$ cat src/rtl/izh_mon_pkg.sv
// Shared definitions for the Izhikevich spike monitor.
//   det_state_t : detector state encoding (ARMED / REFRACT)
//   V_ONE, TH_HI_DEF, TH_LO_DEF : voltage codes in the neuron's 2.6 fixed point
//   sat_inc()   : increment that sticks at a maximum value
package izh_mon_pkg;

    typedef logic [0:0] det_state_t;
    localparam det_state_t ARMED   = 1'b0;
    localparam det_state_t REFRACT = 1'b1;

    // 2.6 fixed point: 1.0 = 64
    localparam logic signed [7:0] V_ONE     = 8'sd64;
    localparam logic signed [7:0] TH_HI_DEF = 8'sd16;
    localparam logic signed [7:0] TH_LO_DEF = -8'sd24;

    // Callers zero-extend into 32 bits and truncate the result back.
    function automatic logic [31:0] sat_inc(input logic [31:0] val, input logic [31:0] max_val);
        return (val >= max_val) ? max_val : val + 32'd1;
    endfunction

endpackage

$ cat src/rtl/izh_spike_monitor_if.sv
// ISI stream from the spike monitor to its consumer.
//   isi_valid : head entry present (master -> slave)
//   isi_data  : head entry value, 0 when empty (master -> slave)
//   isi_ready : consumer accepts the head entry (slave -> master)
// Handshake: a transfer happens on a rising clk edge where isi_valid && isi_ready;
// isi_data is stable while isi_valid is high and not yet accepted; isi_valid never
// depends combinationally on isi_ready.
interface izh_isi_if #(
    parameter int WIDTH = 16
);
    logic             isi_valid;
    logic             isi_ready;
    logic [WIDTH-1:0] isi_data;

    modport master (output isi_valid, output isi_data, input isi_ready);
    modport slave  (input isi_valid, input isi_data, output isi_ready);
endinterface

$ cat src/rtl/izh_spike_monitor_isi_fifo.sv
// First-word-fall-through FIFO holding inter-spike intervals.
//   clk, rst_n      : clock, synchronous active-low reset
//   clr             : synchronous flush, wins over push and pop
//   push, push_data : write request and value
//   pop             : remove head (ignored while empty)
//   full, empty     : occupancy flags
//   drop            : push refused because full with no same-cycle pop
//   head            : head value, forced to 0 while empty
module isi_fifo #(
    parameter int WIDTH = 16,
    parameter int DEPTH = 4
) (
    input  logic             clk,
    input  logic             rst_n,
    input  logic             clr,
    input  logic             push,
    input  logic [WIDTH-1:0] push_data,
    input  logic             pop,
    output logic             full,
    output logic             empty,
    output logic             drop,
    output logic [WIDTH-1:0] head
);
    localparam int AW = $clog2(DEPTH);

    logic [WIDTH-1:0] r_mem [DEPTH];
    logic [AW-1:0]    r_wr_ptr;
    logic [AW-1:0]    r_rd_ptr;
    logic [AW:0]      r_count;
    logic             w_pop_ok;
    logic             w_push_ok;

    assign empty     = (r_count == '0);
    assign full      = (r_count == (AW+1)'(DEPTH));
    assign w_pop_ok  = pop && !empty;
    // A pop in the same cycle frees the slot, so a full FIFO can still accept.
    assign w_push_ok = push && (!full || w_pop_ok);
    assign drop      = push && full && !w_pop_ok;
    assign head      = empty ? '0 : r_mem[r_rd_ptr];

    always_ff @(posedge clk) begin
        if (!rst_n || clr) begin
            r_wr_ptr <= '0;
            r_rd_ptr <= '0;
            r_count  <= '0;
        end else begin
            if (w_push_ok) r_wr_ptr <= r_wr_ptr + AW'(1);
            if (w_pop_ok)  r_rd_ptr <= r_rd_ptr + AW'(1);
            case ({w_push_ok, w_pop_ok})
                2'b10:   r_count <= r_count + (AW+1)'(1);
                2'b01:   r_count <= r_count - (AW+1)'(1);
                default: ;
            endcase
        end
    end

    always_ff @(posedge clk) begin
        if (rst_n && !clr && w_push_ok) r_mem[r_wr_ptr] <= push_data;
    end

endmodule

$ cat src/rtl/izh_spike_monitor.sv
// Spike detector and inter-spike-interval monitor for an Izhikevich neuron.
//   clk, rst_n   : clock, synchronous active-low reset
//   sample_en    : v_in holds a new neuron sample this cycle
//   v_in         : signed 2.6 membrane voltage code
//   clr          : synchronous clear of statistics (detector state kept)
//   spike_pulse  : one-cycle pulse after each spike sample
//   isi          : ISI stream (valid/ready), FWFT buffered
//   overflow     : sticky, an ISI was dropped on a full buffer
//   spike_count  : saturating spike count since reset or clr
//   dbg_state    : detector state for observation
module izh_spike_monitor
    import izh_mon_pkg::*;
#(
    parameter logic signed [7:0] TH_HI      = TH_HI_DEF,
    parameter logic signed [7:0] TH_LO      = TH_LO_DEF,
    parameter int                ISI_W      = 16,
    parameter int                CNT_W      = 16,
    parameter int                FIFO_DEPTH = 4
) (
    input  logic              clk,
    input  logic              rst_n,
    input  logic              sample_en,
    input  logic signed [7:0] v_in,
    input  logic              clr,
    output logic              spike_pulse,
    izh_isi_if.master         isi,
    output logic              overflow,
    output logic [CNT_W-1:0]  spike_count,
    output det_state_t        dbg_state
);
    localparam logic [ISI_W-1:0] ISI_MAX = '1;
    localparam logic [CNT_W-1:0] CNT_MAX = '1;

    det_state_t       r_state;
    logic [ISI_W-1:0] r_isi_cnt;
    logic             r_have_prev;
    logic             r_spike_pulse;
    logic             r_overflow;
    logic [CNT_W-1:0] r_spike_count;

    logic             w_spike;
    logic             w_rearm;
    logic             w_push;
    logic             w_pop;
    logic             w_drop;
    logic             w_full;
    logic             w_empty;
    logic [ISI_W-1:0] w_isi_next;

    // Hysteresis: fire only from ARMED, re-arm only from REFRACT.
    assign w_spike    = sample_en && (r_state == ARMED) && (v_in >= TH_HI);
    assign w_rearm    = sample_en && (r_state == REFRACT) && (v_in <= TH_LO);
    // The spike sample itself is counted, so spikes k and k+10 give 10.
    assign w_isi_next = ISI_W'(sat_inc(32'(r_isi_cnt), 32'(ISI_MAX)));
    // The first spike after reset/clr has no predecessor and pushes nothing.
    assign w_push     = w_spike && r_have_prev && !clr;
    assign w_pop      = !w_empty && isi.isi_ready && !clr;

    isi_fifo #(
        .WIDTH (ISI_W),
        .DEPTH (FIFO_DEPTH)
    ) u_fifo (
        .clk       (clk),
        .rst_n     (rst_n),
        .clr       (clr),
        .push      (w_push),
        .push_data (w_isi_next),
        .pop       (w_pop),
        .full      (w_full),
        .empty     (w_empty),
        .drop      (w_drop),
        .head      (isi.isi_data)
    );

    always_ff @(posedge clk) begin
        if (!rst_n) begin
            r_state       <= ARMED;
            r_isi_cnt     <= '0;
            r_have_prev   <= 1'b0;
            r_spike_pulse <= 1'b0;
            r_overflow    <= 1'b0;
            r_spike_count <= '0;
        end else if (clr) begin
            // Detector state is deliberately left alone; a coincident spike is discarded.
            r_isi_cnt     <= '0;
            r_have_prev   <= 1'b0;
            r_spike_pulse <= 1'b0;
            r_overflow    <= 1'b0;
            r_spike_count <= '0;
        end else begin
            r_spike_pulse <= w_spike;
            if (w_drop) r_overflow <= 1'b1;
            if (w_spike) begin
                r_state       <= REFRACT;
                r_isi_cnt     <= '0;
                r_have_prev   <= 1'b1;
                r_spike_count <= CNT_W'(sat_inc(32'(r_spike_count), 32'(CNT_MAX)));
            end else if (sample_en) begin
                r_isi_cnt <= w_isi_next;
                if (w_rearm) r_state <= ARMED;
            end
        end
    end

    assign spike_pulse   = r_spike_pulse;
    assign overflow      = r_overflow;
    assign spike_count   = r_spike_count;
    assign dbg_state     = r_state;
    assign isi.isi_valid = !w_empty;

endmodule

$ cat src/flat_wrapper.sv
// flat-port wrapper written by rule: the top's interface ports become plain ports
module izh_spike_monitor_flat import izh_mon_pkg::*;
#(
    parameter logic signed [7:0] TH_HI      = TH_HI_DEF,
    parameter logic signed [7:0] TH_LO      = TH_LO_DEF,
    parameter int                ISI_W      = 16,
    parameter int                CNT_W      = 16,
    parameter int                FIFO_DEPTH = 4
)
  (clk, rst_n, sample_en, v_in, clr, spike_pulse, overflow, spike_count, dbg_state, isi_isi_valid, isi_isi_data, isi_isi_ready);
  izh_isi_if #(.WIDTH(16)) isi_i ();
  input  logic clk;
  input  logic rst_n;
  input  logic sample_en;
  input  logic signed [7:0] v_in;
  input  logic clr;
  output logic spike_pulse;
  output logic overflow;
  output logic [CNT_W-1:0] spike_count;
  output det_state_t dbg_state;
  output wire logic [$bits(isi_i.isi_valid)-1:0] isi_isi_valid;
  output wire logic [$bits(isi_i.isi_data)-1:0] isi_isi_data;
  input wire logic [$bits(isi_i.isi_ready)-1:0] isi_isi_ready;
  assign isi_isi_valid = isi_i.isi_valid;
  assign isi_isi_data = isi_i.isi_data;
  assign isi_i.isi_ready = isi_isi_ready;
  izh_spike_monitor #(.TH_HI(TH_HI), .TH_LO(TH_LO), .ISI_W(ISI_W), .CNT_W(CNT_W), .FIFO_DEPTH(FIFO_DEPTH)) u_core (.clk(clk), .rst_n(rst_n), .sample_en(sample_en), .v_in(v_in), .clr(clr), .spike_pulse(spike_pulse), .isi(isi_i), .overflow(overflow), .spike_count(spike_count), .dbg_state(dbg_state));
endmodule
$ cat config.mk
export PLATFORM = sky130hd
export DESIGN_NAME = izh_spike_monitor_flat
export DESIGN_NICKNAME = d
export VERILOG_FILES = /design/src/rtl/izh_mon_pkg.sv /design/src/rtl/izh_spike_monitor_if.sv /design/src/rtl/izh_spike_monitor_isi_fifo.sv /design/src/rtl/izh_spike_monitor.sv /design/src/flat_wrapper.sv
export SDC_FILE = /design/constraint.sdc
export NUM_CORES = 1
export LEC_CHECK = 0
export CAP_MARGIN = 20
export CORE_MARGIN = 2
export CORE_UTILIZATION = 24
export DETAILED_ROUTE_END_ITERATION = 7
export SLEW_MARGIN = 30
export SYNTH_ARGS = -nofsm -noshare
export SYNTH_HDL_FRONTEND = slang
export SYNTH_SLANG_ARGS = --single-unit
export TNS_END_PERCENT = 30
$ cat constraint.sdc
create_clock -name clk -period 3.9 [get_ports clk]
set_clock_uncertainty 0.05 [all_clocks]
set_input_delay 0.78 -clock clk [delete_from_list [all_inputs] [get_ports clk]]
set_output_delay 0.78 -clock clk [all_outputs]
set_load 0.01 [all_outputs]
==> results of run 1 <==
[path summary, 6_finish.rpt]
kind                            startpoint                       end  slack [ns]  cells past startpoint
setup / recovery                 flip-flop           isi_isi_data[6]        0.80                      3
hold / removal             u_core.overflow           u_core.overflow        0.44                      2
setup reg to reg  u_core.u_fifo.r_count[2]  u_core.u_fifo.r_count[2]        1.27                      7
hold reg to reg            u_core.overflow           u_core.overflow        0.44                      2
[worst max-delay path, stage by stage, from the launching register on]
cell,delay [ns]
dfxtp_1,0.82
mux4_2,0.44
and2_1,0.18
clkdlybuf4s50_1,0.47
[per-stage QoR]
| step | instances | hold slack (ns) | area [um2] |
|---|---|---|---|
| final | 727 | 0.442 | 5960 |
| after global routing | 727 | 0.473 | 5960 |
| after CTS | 727 | 0.445 | 5960 |
| after detailed placement | 711 | 0.420 | 5660 |
| after global placement | 711 | 0.418 | 5660 |
| after floorplan | 405 | 0.411 | 4880 |
[power by group]
| part | switching [mW] | leakage [nW] | internal (mW) |
|---|---|---|---|
| clock network | 0.437 | 0.147 | 0.453 |
| logic | 0.0312 | 0.819 | 0.0256 |
| registers | 0.00328 | 0.965 | 1.21 |
[placed cells by master (no fill, tap or decap), drive strengths merged, types with 7 or more instances in the layout]
cell           Yosys  layout
nand2             27      27
nand4              9       9
edfxtp            64      64
buf                7       7
dfxtp             45      45
o21ai             19      19
mux4              16      16
nor2              34      34
and4               9       9
nand3             19      19
inv                7      11
and2              20      20
clkbuf            12       9
and3              15      15
nor3              17      17
a21oi             14      14
clkdlybuf4s50      0      48
a31oi              7       7
xnor2             13      13
[metal layers]
| metal | global-route usage (%) | vias up | routed length (um) |
|---|---|---|---|
| met3 | 1.47 | 11 | 271 |
| li1 | - | 1608 | - |
| met2 | 16.9 | 55 | 5220 |
| met1 | 11.8 | 1609 | 4520 |
| met4 | 4.51 | 0 | 176 |
| met5 | 0 | - | 0 |
[cell families after synthesis]
family	after synthesis	share of synthesized area, %
AO/OA/AOI/OAI	52	6.22
XOR/XNOR	19	3.41
adder cells (fa/ha/maj)	7	1.95
buffers and inverters	26	2.43
flip-flops	109	57.8
multiplexers	24	9.09
AND/OR/NAND/NOR	168	19.1
[flip-flops by register name, summed over array words and instances, names as in the netlist, 2 cells and up, named ones only]
signal and cells:
u_core.r_isi_cnt 16, u_core.spike_count 16, u_core.u_fifo.r_rd_ptr 2, u_core.u_fifo.r_count 3, u_core.u_fifo.r_wr_ptr 2, u_core.u_fifo.r_mem 64
[cell type report]
cell class	count	area [um2]	share of cell area (%)
Clock inverter	7	70.1	1.18
Sequential cell	109	2820	47.4
Multi-Input combinational cell	270	1940	32.6
Clock buffer	9	225	3.78
Timing Repair Buffer	55	533	8.95
Inverter	7	26.3	0.441
Tap cell	270	338	5.67
==> flow_summary.ini, run 1 <==
[sta]
fin_ws_ns = 0.804
final.setup.tns_ns = 0
post-route-period-util_pct = 79.4
fmax_mhz = 323
setup-violations-final = 0
slew_headroom_pct = 48.3
rsz0062_at_grt = false
hold_violations = 0
min_period_ns = 3.10
finalMaxSlewViolations = 0
worstMarginPinSlew_ns = 0.774

[synthesis]
synth_nets = 425
ys.warnings.count = 0
synth_top_area_share_pct = 39.3
synth_most_common_cell = edfxtp_1
synth_cell_types = 48
ys_top_cells_by_count = 64 x edfxtp_1, 45 x dfxtp_1, 34 x nor2_1
netlist_top_cells_area = edfxtp_1 39%, dfxtp_1 18%, mux4_2 7.4%
syn_area_mm2 = 0.00488
synth_edf_count = 64
synth_area_per_cell_um2 = 12.1
synthArstFlopShare_pct = 0
yosysTopAreaCell = edfxtp_1
ys.flop_type = edfxtp_1
ys_ff_latch = 109
ys_seq_area_share_pct = 57.8
synth_cells = 405

[clock_network]
cts_max_level = 3
tritoncts = yes
holdBufCountCts = 0
cts_root_buf = clkbuf_16
numCtsBuffers = 9
post-cts-setup-buffers = 0
clockBufferDepth = 2
post_cts_resized = 0
clk_pin_slew_ns = 0.07
clock_latency_ns = 0.35
numClockSinks = 109

[drt]
drt_iter0_markers = 234
vias = 3283
finalWirelength_um = 10200
routedWlPerCell_um = 14.0
final_antenna_net_count = 0
viasPerCell = 4.52
drc = 0
drt-pass1-iter-count = 4

[grt]
overflow = 0
grt_pass1_vias = 3206
grt_max_degree = 22
grt_first_pass_wirelength_um = 16500
grt_use_total_pct = 9.68
antenna_found_initial = 0

[finish]
post-route-util_pct = 29.6
nFillCells = 2021
nets = 472
num_antenna_cells = 0
drive_gt1_share_pct = 11.6
area_delta_synth_final_pct = 22.0

[worst_setup_path]
cp.arrival_ns = 2.27
start_kind = flip-flop
cp.required_ns = 3.07
critPathKind = flip-flop to output pin
cp-end-kind = output pin
critPathMaxFanout = 16

[power]
power_mw = 2.16
irDropWorstVdd_mv = 0.295
p_per_area_mw_per_mm2 = 362
p_leak_nw = 1.93

[place]
place.gp.congestion = 0.858
dpl.hpwl_um = 7270
numPortBuffers = 48
place_ws_ns = 0.552

[floorplanning]
die_w_um = 147
start_util_pct = 24.3
num_io_pins = 49
core_region_area_mm2 = 0.0201
placementRows = 52
fp.dieH_um = 147
die-area_mm2 = 0.0215

[min_path]
hold_path_class = flip-flop to flip-flop

[outcome]
status = finished, final reports clean

[flow_run]
drv_cap = 0
(Power assumes the default switching activity.)
==> run 2: changes to the inputs <==
Clock period 3.9 ns to 2.5 ns, I/O delays scaled along.
==> run 2 against run 1 <==
Compared with the run above: critical path depth increased by 5; first-iteration DRC count fell by 16%; cell count up 2.5%; core utilization up 1.0 points; clock power is 55% higher; combinational power is 82% higher; flip-flop and latch count unchanged; die area is the same; worst hold slack worse by 0.00070 ns; global-route usage grew 0.57 points; sequential power is 56% higher; critical path type is now input port to flip-flop; largest cell class unchanged; largest power group unchanged.
==> flow_summary.ini, run 2 (synthesized netlist as in run 1, its figures left out) <==
[floorplanning]
die_w_um = 147
placementRows = 52
fp.dieH_um = 147
core_region_area_mm2 = 0.0201
num_io_pins = 49
start_util_pct = 24.3
die-area_mm2 = 0.0215

[drt]
vias = 3365
drt-pass1-iter-count = 4
viasPerCell = 4.52
final_antenna_net_count = 0
drc = 0
routedWlPerCell_um = 14.3
finalWirelength_um = 10700
drt_iter0_markers = 196

[worst_setup_path]
max_stage_delay_ns = 0.55
crit_chain = clkdlybuf4s50_1 > or3_4 > nand3_2 > nand2_1 > fa_2 > or4_4 > a21o_1 > a21oi_1
cp.required_ns = 2.74
cp.arrival_ns = 2.69
critPathKind = input port to flip-flop
crit_path_top_delay_cell = or4_4
cp-end-kind = flip-flop
start_kind = input port
crit_buf_inv = 1
crit_family = simple AND/OR/NAND/NOR gates
critPathMaxFanout = 2

[finish]
num_antenna_cells = 0
layout_commonest_cell = edfxtp_1
seq_area_mm2 = 0.00283
largest-register = u_core.u_fifo.r_mem
drive_gt1_share_pct = 15.8
nets = 490
multi_input_area_mm2 = 0.00196
area_delta_synth_final_pct = 26.3
nFillCells = 2028
largest_reg_flops = 64
layout.cells.most_common_list = 64 x edfxtp_1, 44 x dfxtp_1, 34 x nor2_1
final_cells = 745

[sta]
worstMarginPinSlew_ns = 0.498
slew_headroom_pct = 66.4
hold_violations = 0
finalMaxSlewViolations = 0
min_period_ns = 2.45
post-route-period-util_pct = 98.0
rsz0062_at_grt = false
fmax_mhz = 408
setup-violations-final = 0
whs_ns = 0.442

[flow_run]
drv_cap = 0

[clock_network]
clockBufferDepth = 2
clock_latency_ns = 0.36
clk_pin_slew_ns = 0.08
numClockSinks = 109
cts_root_buf = clkbuf_16
numCtsBuffers = 9
tritoncts = yes
post-cts-setup-buffers = 0
cts_max_level = 3

[grt]
grt_first_pass_wirelength_um = 17500
grt_max_degree = 21
antenna_found_initial = 0
grt_use_total_pct = 10.3
overflow = 0
grt_pass1_vias = 3380

[min_path]
hold_path_class = flip-flop to flip-flop

[power]
p_per_area_mw_per_mm2 = 547
p_leak_nw = 2.08
power_mw = 3.37
irDropWorstVdd_mv = 0.332

[outcome]
status = finished, final reports clean

[place]
numPortBuffers = 48
placed_cells = 728
place.gp.congestion = 0.809
dpl.hpwl_um = 7510
==> run 2: cell count changes in the layout (fill, tap and decap cells not counted), moves of 5 or more <==
cell / before / now
buf_4: 7 / 19
dlygate4sd2_1: 0 / 16
buf_12: 0 / 5
clkdlybuf4s50_1: 48 / 32
==> run 2: worst min-delay path, cell delays in order (launching register included) <==
cell and delay (ns):
dfxtp_1 0.34, a31oi_1 0.04, nor2_1 0.07
==> run 2: path summary, 6_finish.rpt <==
| path | slack, ns | cells after the start | endpoint | from |
|---|---|---|---|---|
| worst min register to register | 0.44 | 2 | u_core.overflow | u_core.overflow |
| worst min-delay path | 0.44 | 2 | u_core.overflow | u_core.overflow |
| worst max register to register | 0.33 | 6 | u_core.r_isi_cnt[5] | u_core.r_isi_cnt[0] |
| worst max-delay path | 0.05 | 8 | u_core.u_fifo.r_count[2] | v_in[6] |
==> run 2: layout make-up <==
type	instances	share of cell area (%)
Clock buffer	10	3.71
Inverter	7	0.426
Timing Repair Buffer	73	11.8
Tap cell	270	5.48
Sequential cell	109	45.8
Clock inverter	6	0.933
Multi-Input combinational cell	270	31.8
==> run 2: timing repair <==
action	4_1_cts	5_1_grt
pin swaps	0	0
setup endpoints to repair	17	1
cloned	1	0
resized for setup	20	3
hold buffers	0	0
==> run 2: metrics by stage <==
stage | setup WS [ns] | instance area [um2] | setup TNS [ns] | utilization, %
floorplan | 0.0201 | 4880 | 0 | -
global placement | -0.343 | 5850 | -0.343 | 29.1
detailed placement | -0.406 | 5850 | -0.406 | 29.1
CTS | 0.000718 | 6160 | 0 | 30.6
global route | 0.00805 | 6170 | 0 | 30.7
finish | 0.0500 | 6170 | 0 | 30.7
==> run 2: report_power, final <==
group / switching (mW) / leakage (nW) / internal [mW] / total (mW)
registers: 0.00509 / 0.933 / 1.88 / 1.89
clock network: 0.678 / 0.142 / 0.703 / 1.38
logic: 0.0533 / 1.00 / 0.0501 / 0.103
total: 0.737 / 2.08 / 2.64 / 3.37
==> run 2: per-layer routing <==
metal	global-route usage, %	share of wire, %
met2	18.0	52
met5	0	0
met3	1.69	2.3
met4	4.85	1.5
met1	12.2	44
